## src/rtl/button_pkg.sv

```systemverilog
// button_pkg: shared types and constants for the button conditioner.
// Holds the per-channel debounce state enum, the button index map and
// the default timing constants (36 MHz pixel clock).
package button_pkg;

  typedef enum logic [1:0] {
    RELEASED,
    CONFIRM_PRESS,
    PRESSED,
    CONFIRM_RELEASE
  } btn_state_t;

  // Bit positions in the button vectors, LSB = c.
  localparam int BTN_C = 0;
  localparam int BTN_U = 1;
  localparam int BTN_D = 2;
  localparam int BTN_R = 3;
  localparam int BTN_L = 4;

  localparam int N_BTN_DEFAULT           = 5;
  localparam int DEBOUNCE_CYCLES_DEFAULT = 360000;   // 10 ms
  localparam int REPEAT_DELAY_DEFAULT    = 14400000; // 400 ms
  localparam int REPEAT_PERIOD_DEFAULT   = 3600000;  // 100 ms

  // A channel reports the button as held while a release is still unconfirmed.
  function automatic logic state_is_held(input btn_state_t st);
    return (st == PRESSED) || (st == CONFIRM_RELEASE);
  endfunction

endpackage

```

## src/rtl/button_debounce_channel.sv

```systemverilog
// button_debounce_channel: one button bit.
// 2-flop synchroniser, four-state debounce FSM with a consecutive-sample
// counter, registered press/release strobes. With BUTTON_AUTOREPEAT_EN
// defined, a repeat counter adds auto-repeat strobes to o_press while held.
module button_debounce_channel
  import button_pkg::*;
#(
  parameter int DEBOUNCE_CYCLES = DEBOUNCE_CYCLES_DEFAULT,
  parameter int REPEAT_DELAY    = REPEAT_DELAY_DEFAULT,
  parameter int REPEAT_PERIOD   = REPEAT_PERIOD_DEFAULT
) (
  input  logic clk,
  input  logic arst_n,
  input  logic i_raw,
  output logic o_level,
  output logic o_press,
  output logic o_release
);

  localparam int              DW       = $clog2(DEBOUNCE_CYCLES + 1);
  localparam logic [DW-1:0]   D_ONE    = DW'(1);
  localparam logic [DW-1:0]   D_LAST   = DW'(DEBOUNCE_CYCLES - 1);
  localparam bit              D_SINGLE = (DEBOUNCE_CYCLES == 1);

  logic          r_sync1;
  logic          r_sync2;
  btn_state_t    r_state;
  btn_state_t    w_state_next;
  logic [DW-1:0] r_dcnt;
  logic [DW-1:0] w_dcnt_next;
  logic          w_accept_press;
  logic          w_accept_release;
  logic          w_level;
  logic          w_repeat;
  logic          r_press;
  logic          r_release;

  assign w_level = state_is_held(r_state);

  // Bring the asynchronous button into the clk domain.
  always_ff @(posedge clk or negedge arst_n) begin
    if (!arst_n) begin
      r_sync1 <= 1'b0;
      r_sync2 <= 1'b0;
    end else begin
      r_sync1 <= i_raw;
      r_sync2 <= r_sync1;
    end
  end

  // Debounce state and stable-sample counter.
  always_ff @(posedge clk or negedge arst_n) begin
    if (!arst_n) begin
      r_state <= RELEASED;
      r_dcnt  <= '0;
    end else begin
      r_state <= w_state_next;
      r_dcnt  <= w_dcnt_next;
    end
  end

  // Next state: a change is accepted on the DEBOUNCE_CYCLES-th consecutive
  // opposite sample; any sample agreeing with the current level restarts it.
  always_comb begin
    w_state_next     = r_state;
    w_dcnt_next      = r_dcnt;
    w_accept_press   = 1'b0;
    w_accept_release = 1'b0;
    case (r_state)
      RELEASED: begin
        if (r_sync2) begin
          if (D_SINGLE) begin
            w_state_next   = PRESSED;
            w_dcnt_next    = '0;
            w_accept_press = 1'b1;
          end else begin
            w_state_next = CONFIRM_PRESS;
            w_dcnt_next  = D_ONE;
          end
        end
      end
      CONFIRM_PRESS: begin
        if (!r_sync2) begin
          w_state_next = RELEASED;
          w_dcnt_next  = '0;
        end else if (r_dcnt == D_LAST) begin
          w_state_next   = PRESSED;
          w_dcnt_next    = '0;
          w_accept_press = 1'b1;
        end else begin
          w_dcnt_next = r_dcnt + D_ONE;
        end
      end
      PRESSED: begin
        if (!r_sync2) begin
          if (D_SINGLE) begin
            w_state_next     = RELEASED;
            w_dcnt_next      = '0;
            w_accept_release = 1'b1;
          end else begin
            w_state_next = CONFIRM_RELEASE;
            w_dcnt_next  = D_ONE;
          end
        end
      end
      CONFIRM_RELEASE: begin
        if (r_sync2) begin
          w_state_next = PRESSED;
          w_dcnt_next  = '0;
        end else if (r_dcnt == D_LAST) begin
          w_state_next     = RELEASED;
          w_dcnt_next      = '0;
          w_accept_release = 1'b1;
        end else begin
          w_dcnt_next = r_dcnt + D_ONE;
        end
      end
      default: begin
        w_state_next = RELEASED;
        w_dcnt_next  = '0;
      end
    endcase
  end

`ifdef BUTTON_AUTOREPEAT_EN
  localparam int            RW      = $clog2(REPEAT_DELAY + REPEAT_PERIOD + 1);
  localparam logic [RW-1:0] R_ONE   = RW'(1);
  localparam logic [RW-1:0] R_DELAY = RW'(REPEAT_DELAY);
  localparam logic [RW-1:0] R_WRAP  = RW'(REPEAT_DELAY + REPEAT_PERIOD - 1);

  logic [RW-1:0] r_rcnt;
  logic [RW-1:0] w_rcnt_next;
  logic [RW-1:0] w_rcnt_inc;

  assign w_rcnt_inc = r_rcnt + R_ONE;

  // Repeat timing: count up to the first-repeat point, then fold back by one
  // period at each later repeat so the counter never grows past one period.
  always_comb begin
    w_rcnt_next = r_rcnt;
    w_repeat    = 1'b0;
    if (w_accept_press || w_accept_release || !w_level) begin
      w_rcnt_next = '0;
    end else if (r_rcnt == R_WRAP) begin
      w_rcnt_next = R_DELAY;
      w_repeat    = 1'b1;
    end else begin
      w_rcnt_next = w_rcnt_inc;
      w_repeat    = (w_rcnt_inc == R_DELAY);
    end
  end

  // Repeat counter register.
  always_ff @(posedge clk or negedge arst_n) begin
    if (!arst_n) begin
      r_rcnt <= '0;
    end else begin
      r_rcnt <= w_rcnt_next;
    end
  end
`else
  assign w_repeat = 1'b0;
`endif

  // Strobes land in the same cycle the level output changes.
  always_ff @(posedge clk or negedge arst_n) begin
    if (!arst_n) begin
      r_press   <= 1'b0;
      r_release <= 1'b0;
    end else begin
      r_press   <= w_accept_press | w_repeat;
      r_release <= w_accept_release;
    end
  end

  assign o_level   = w_level;
  assign o_press   = r_press;
  assign o_release = r_release;

endmodule

```

## src/rtl/button_conditioner.sv

```systemverilog
// button_conditioner: raw board buttons -> clean level and strobe signals
// for game_console. One independent debounce channel per button, plus the
// any-press summary. Auto-repeat is compiled in with BUTTON_AUTOREPEAT_EN.
module button_conditioner
  import button_pkg::*;
#(
  parameter int N_BTN           = N_BTN_DEFAULT,
  parameter int DEBOUNCE_CYCLES = DEBOUNCE_CYCLES_DEFAULT,
  parameter int REPEAT_DELAY    = REPEAT_DELAY_DEFAULT,
  parameter int REPEAT_PERIOD   = REPEAT_PERIOD_DEFAULT
) (
  input  logic             clk,
  input  logic             arst_n,
  input  logic [N_BTN-1:0] btn_raw,
  output logic [N_BTN-1:0] btn_level,
  output logic [N_BTN-1:0] btn_press,
  output logic [N_BTN-1:0] btn_release,
  output logic             btn_any_press
);

  genvar gi;
  generate
    for (gi = 0; gi < N_BTN; gi++) begin : g_chan
      button_debounce_channel #(
        .DEBOUNCE_CYCLES(DEBOUNCE_CYCLES),
        .REPEAT_DELAY   (REPEAT_DELAY),
        .REPEAT_PERIOD  (REPEAT_PERIOD)
      ) u_chan (
        .clk      (clk),
        .arst_n   (arst_n),
        .i_raw    (btn_raw[gi]),
        .o_level  (btn_level[gi]),
        .o_press  (btn_press[gi]),
        .o_release(btn_release[gi])
      );
    end
  endgenerate

  assign btn_any_press = |btn_press;

endmodule

```

## config.mk

```make
export PLATFORM = sky130hd
export DESIGN_NAME = button_conditioner
export DESIGN_NICKNAME = d
export VERILOG_FILES = /design/src/rtl/button_pkg.sv /design/src/rtl/button_debounce_channel.sv /design/src/rtl/button_conditioner.sv
export SDC_FILE = /design/constraint.sdc
export NUM_CORES = 1
export LEC_CHECK = 0
export CORE_ASPECT_RATIO = 1.1
export CORE_MARGIN = 2
export CORE_UTILIZATION = 36
export CTS_CLUSTER_DIAMETER = 200
export DETAILED_ROUTE_END_ITERATION = 16
export SYNTH_ARGS = -nofsm -noshare
export SYNTH_HDL_FRONTEND = slang
export SYNTH_HIERARCHICAL = 1
export SYNTH_SLANG_ARGS = --single-unit
```

## constraint.sdc

```tcl
create_clock -name clk -period 3.1 [get_ports clk]
set_input_delay 0.62 -clock clk [delete_from_list [all_inputs] [get_ports clk]]
set_output_delay 0.62 -clock clk [all_outputs]
set_load 0.05 [all_outputs]
```

==> results of run 1 <==
==> cell usage in the layout, fill, tap and decap left out, types with 4 or more instances in the layout <==
master and n:
a22o_1 9, nand2_1 45, o21ai_0 66, o31ai_1 5, nor3_1 11, inv_1 35
nand4_2 5, and2_1 6, nor4_1 9, a21o_1 14, o2bb2ai_1 4, mux2_4 5
dfrtp_1 125, a21oi_1 45, o21ai_4 4, nor4b_1 4, clkbuf_8 4, or3_4 4
nand3_1 53, and3_1 14, nand4b_1 5, o21a_1 9, nor2_1 25, mux2i_1 4
or3_1 26, o41ai_1 4, o22ai_1 4, ha_1 5, nand4_1 25, nor4bb_1 4
nand2b_1 17, o21ai_1 8, clkbuf_16 17, clkdlybuf4s50_1 21, xor2_1 8, a31oi_1 9
nand2_2 4, nor3b_1 24, and4_1 4
==> metal layers <==
| layer | share of wire (%) | vias to the layer above |
|---|---|---|
| met5 | 0 | - |
| met4 | 2.0 | 0 |
| met3 | 3.4 | 20 |
| met2 | 49 | 103 |
| met1 | 46 | 2620 |
| li1 | - | 2579 |
==> power breakdown <==
group	total, uW	leakage (uW)	internal (uW)	switching [uW]
Combinational	1720	0.00108	594	1130
Clock	2010	0.000294	1330	681
Sequential	1980	0.00169	1780	204
==> worst max-delay path by stage <==
stage	from	endpoint	slack [ns]	cells past startpoint
after floorplan	g_chan[0].u_chan/r_dcnt[0]	flip-flop	1.32	6
after global placement	g_chan[3].u_chan/r_dcnt[0]	flip-flop	1.04	6
after detailed placement	g_chan[0].u_chan/r_dcnt[0]	flip-flop	0.99	6
after CTS	g_chan[1].u_chan/o_press	btn_any_press	0.63	3
after global routing	g_chan[1].u_chan/o_press	btn_any_press	0.57	3
final	g_chan[1].u_chan/o_press	btn_any_press	0.66	3
==> through the flow <==
| step | power [uW] | util, % | cells |
|---|---|---|---|
| 6_report | 5720 | 41.6 | 961 |
| 5_1_grt | 6050 | 41.6 | 961 |
| 4_1_cts | 5780 | 41.6 | 961 |
| 3_5_place_dp | 3730 | 38.3 | 932 |
| 3_3_place_gp | 3680 | 38.3 | 932 |
| 2_1_floorplan | 3410 | - | 690 |
==> sequential cells by signal, indices dropped and copies added (netlist names), named ones only <==
| signal | cells |
|---|---|
| g_chan.u_chan/r_dcnt | 95 |
| g_chan.u_chan/o_press | 5 |
| g_chan.u_chan/o_release | 5 |
| g_chan.u_chan/r_state | 5 |
| g_chan.u_chan/r_sync1 | 5 |
| g_chan.u_chan/r_sync2 | 5 |
==> cells by family (layout without fill, tap and decap cells) <==
kind of cell	count (synthesis)	in the layout	share of synthesized area (%)
compound gates	188	188	17.8
xor+xnor	9	9	1.30
fa+ha+maj	5	5	0.941
buf+inv	60	88	4.84
flops	125	125	47.0
mux	10	10	1.90
simple gates	293	293	26.2
==> worst max-delay path: cells and delay by family (launching register included) <==
kind | cells | cell delay (ns)
buffers and inverters | 1 | 0.69
flip-flops | 1 | 0.44
AND/OR/NAND/NOR | 2 | 0.27
==> layout make-up <==
cell class	instances	area (sq um)	area share, %
timing repair buffer	24	245	3.22
clock buffer	22	484	6.37
multi-input combinational	505	3200	42.1
tap	243	304	4.00
inverter	35	131	1.73
clock inverter	7	113	1.48
sequential	125	3130	41.1
==> metrics, run 1 <==
count leader, synth dfrtp_1; grt met3 use under 10%; clk buf depth 2; Setup Buffers After CTS 0; post-route worst setup slack roughly 0.66 ns; critical path launch point type flip-flop; Max Cap Viol 0; Final Hold Fails 0; Synthesis Warnings 6; Die Area roughly 0.02 sq mm; wire per inst approximately 15 um; pwr dens roughly 750 mW/mm^2; EDFF count, synth 0; Post-Syn Area 0.00665 sq mm; first-pass GRT wire length about 25 mm; area delta synth->final 14.4%; die width 134 um; clock sink total 125; initial detailed-routing violation count slightly below 300; worst-skew pair later-pin latency ~0.4 ns; n_diodes 0; Fmax roughly 410 MHz; area leader, netlist dfrtp_1; post-CTS resize count 0; top cells by area in the synthesized netlist dfrtp_1 (47%), o21ai_0 (5.0%), nand3_1 (4.0%), a21oi_1 (3.4%), nor3b_1 (2.7%); synth unique cells 56; arrival time worst endpoint around 1.8 ns; DRC 0; Final setup viols 0; RSZ-0062 raised after global routing no; DP Worst Slack just under 1 ns; Core Box Area roughly 0.018 sq mm; H-tree levels 4; placer congestion estimate roughly 0.86; DR vias/cell roughly 5.5; Post-Syn Instances just under 700; share of the synthesized area in the top cell type about 47%; Detailed Place HPWL 10.0 mm; Routed Antenna Nets 0; GRT Total Usage 15.7%; fillers roughly 1800; Worst path max stage delay ~0.69 ns; Seq/Total Area, Yosys a little under half; Worst Hold Class in2async; fin crit period between 2 and 2.5 ns; ratio of final minimum period to clock period 78.6%; DRT Pass-1 Iters 5; WL final about 15 mm; Mean Syn Cell Area 9.64 sq um; crit end category output port; port buffer count 22; final clock skew roughly 0.0074 ns; status finished, final reports clean; busiest grt layer met2; CP Class reg2out; vias in the first global route roughly 5200; Initial Util about 36%; most frequent cells after synthesis dfrtp_1 (125), o21ai_0 (66), nand3_1 (53); boundary pin count 23; CTS buffer count 17; relative slew slack 38.6%; CTS root buf clkbuf_16; hold_ws ~0.17 ns; M2 GR Usage 26.2%; largest net degree at the start of global routing 66; nets@finish between 700 and 800; Max stage delay cell, worst path clkdlybuf4s50_1; Post-synth top flop dfrtp_1; grt total ovfl 0; Peak VDD IR ~0.42 mV; via count between 5000 and 6000; worst slew pin tran about 0.9 ns; met1 GRT Util 19.2%; final setup TNS 0 ns; crit-path max FO 2; CP Data Required Time between 2 and 2.5 ns; synthesized flop and latch total 125; share of post-route cells with drive strength above 1 9.33%; Post-Place Cell Area ~0.007 sq mm; die height ~150 um; critical-path cell list nor3_1 -> nand2_1 -> clkdlybuf4s50_1; post-route cell area approximately 0.0076 sq mm; Final Max Slew Viols 0; Static Leakage 0.00306 uW; Reg clk slew, reported paths 0.06 ns; Site Rows 52; Worst R2R Path Depth 6; ys async rst share 100%; hold buffer count at CTS 0; initial antenna violation count 0; Post-Syn Nets roughly 700; TritonCTS clock tree done; worst r2r src g_chan[0].u_chan/r_dcnt[0]; R2R Setup Slk between 0.9 and 1 ns
No activity file was read; power rests on OpenSTA's default activity.
==> run 2: changes to the inputs <==
==> constraint.sdc (replaced) <==
create_clock -name clk -period 2.51 [get_ports clk]
set_input_delay 0.502 -clock clk [delete_from_list [all_inputs] [get_ports clk]]
set_output_delay 0.502 -clock clk [all_outputs]
set_load 0.05 [all_outputs]
==> run 2 against run 1 <==
Against the previous run:
- routed wire length shrank 0.19%
- clock power grew 19%
- sequential share of layout area shrank 0.26 points
- critical path type unchanged
- register-to-register slack lost 0.61 ns
- final cell count grew 0.94%
- largest power group is now sequential cells
- setup slack lost 0.46 ns
- first-iteration DRC count grew 33%
==> metrics, run 2 (synthesis gave the netlist of run 1 again) <==
status finished, final reports clean; worst r2r src g_chan[0].u_chan/r_dcnt[0]; WHS Path Cells 0; Sw Ratio roughly 36%; final clock skew between 0.01 and 0.015 ns; port buffer count 22; TritonCTS clock tree done; worst-skew pair later-pin latency 0.43 ns; DR vias/cell around 5.6; vias in the first global route 5235; placed cells 937; Reg clk slew, reported paths ~0.060 ns; Register Area ~0.0031 sq mm; Static Leakage roughly 0.003 uW; R2R Setup Slk 0.34 ns; Detailed Place HPWL about 10 mm; WL final between 10 and 15 mm; crit end category output port; largest net degree at the start of global routing 59; Worst Hold Class reg2reg; via count roughly 5400; DRT Pass-1 Iters 5; placer congestion estimate approximately 0.83; critical path launch point type flip-flop; nets@finish 726; arrival time worst endpoint approximately 1.8 ns; share of post-route cells with drive strength above 1 about a tenth; GRT Total Usage about 16%; CTS buffer count 17; Final Hold Fails 0; fin crit period ~2.3 ns; initial antenna violation count 0; Core Box Area around 0.018 sq mm; CP Class reg2out; Comb pwr share ~31%; Layout Cells excl Fill 970; DRC 0; largest register by flop count g_chan.u_chan/r_dcnt; worst slew pin tran ~0.58 ns; clock power share about a third; Fmax approximately 430 MHz; n_diodes 0; Routed Antenna Nets 0; RSZ-0062 raised after global routing no; final setup TNS 0 ns; hold_ws 0.349 ns; wire per inst ~15 um; most common cell after layout, fill and taps aside dfrtp_1; Site Rows 52; die width around 130 um; boundary pin count 23; H-tree levels 4; initial detailed-routing violation count between 300 and 400; fillers approximately 1800; pwr dens slightly above 900 mW/mm^2; clock sink total 125; die height ~150 um; grt total ovfl 0; hold endpoint g_chan[2].u_chan/r_sync2; Final Max Slew Viols 0; Worst Min Path Start g_chan[2].u_chan/r_sync1; crit-path max FO 2; most frequent cells in the layout dfrtp_1 (125), o21ai_0 (66), nand3_1 (53); relative slew slack roughly 61%; Peak VDD IR roughly 0.36 mV; internal power between 4000 and 5000 uW; max reg flops 95; area of the multi-input gates 0.00320 sq mm; register share of total power about 35%; Worst R2R Path Depth 6; CP Data Required Time between 2 and 2.5 ns; Switch Pwr about 2500 uW; Initial Util a little over a third; ratio of final minimum period to clock period a little over 90%; Max Cap Viol 0; Final setup viols 0; clk buf depth 2; CTS root buf clkbuf_16; area delta synth->final 15.1%; Die Area approximately 0.020 sq mm; first-pass GRT wire length ~26 mm
run 2: cell types whose count changed in the layout (fill, tap and decap cells not counted):
| cell | change |
|---|---|
| buf_12 | +1 |
| buf_4 | +4 |
| bufinv_16 | -1 |
| clkbuf_1 | -1 |
| clkbuf_8 | -1 |
| clkinv_2 | +4 |
| clkinv_4 | +1 |
| clkinvlp_4 | +1 |
| dlygate4sd3_1 | +1 |
run 2: how the worst max path moves through the flow:
| stage | from | end | slack [ns] | cells after the start |
|---|---|---|---|---|
| global route | g_chan[1].u_chan/o_press | btn_any_press | 0.1 | 3 |
| CTS | g_chan[1].u_chan/o_press | btn_any_press | 0.18 | 3 |
| global placement | g_chan[3].u_chan/r_dcnt[0] | flip-flop | 0.47 | 6 |
| floorplan | g_chan[0].u_chan/r_dcnt[0] | flip-flop | 0.73 | 6 |
| finish | g_chan[1].u_chan/o_press | btn_any_press | 0.20 | 3 |
| detailed placement | g_chan[0].u_chan/r_dcnt[0] | flip-flop | 0.39 | 6 |
run 2: repair_timing:
action	4_1_cts	5_1_grt
gates resized for setup	0	0
setup buffers	0	0
hold buffers	1	0
hold endpoints to repair	6	0
run 2: stage by stage:
stage               power (uW)  area (sq um)  worst slack [ns]  util (%)
CTS                       7110          7650             0.181      41.9
global placement          4600          7060             0.465      38.6
finish                    7040          7650             0.203      41.9
detailed placement        4660          7060             0.394      38.6
global route              7520          7650            0.0981      41.9
floorplan                 4210          6650             0.730         -
run 2: worst max-delay path: stages (launching register included):
cell and delay (ns):
dfrtp_1 0.42, nor3_1 0.19, nand2_1 0.07, clkdlybuf4s50_1 0.69
run 2: power by group through the flow:
stage          registers, uW  logic [uW]  clock network (uW)
2_1_floorplan           2400        1810                   0
3_3_place_gp            2460        2140                   0
3_5_place_dp            2470        2190                   0
4_1_cts                 2440        2200                2470
5_1_grt                 2480        2450                2580
6_report                2440        2200                2400
run 2: metal layers:
layer	vias to the layer above	wire [um]	GRT usage (%)
li1	2591	-	-
met1	2653	6760	21.1
met2	125	6840	24.3
met3	25	655	4.20
met4	0	327	7.82
met5	-	0	0
run 2: layout make-up:
type	instances	area share, %
Tap cell	243	3.97
Clock inverter	12	1.55
Sequential cell	125	40.9
Clock buffer	20	6.10
Inverter	35	1.72
Multi-Input combinational cell	505	41.8
Timing Repair Buffer	30	3.99
==> run 3: changes to the inputs <==
--- a/config.mk
+++ b/config.mk
@@ -5,6 +5,7 @@
 export SDC_FILE = /design/constraint.sdc
 export NUM_CORES = 1
 export LEC_CHECK = 0
+export CAP_MARGIN = 20
 export CORE_ASPECT_RATIO = 1.1
 export CORE_MARGIN = 2
 export CORE_UTILIZATION = 36
==> results of run 3 <==
The final DEF is identical to that of run 2; final timing and power are the same.
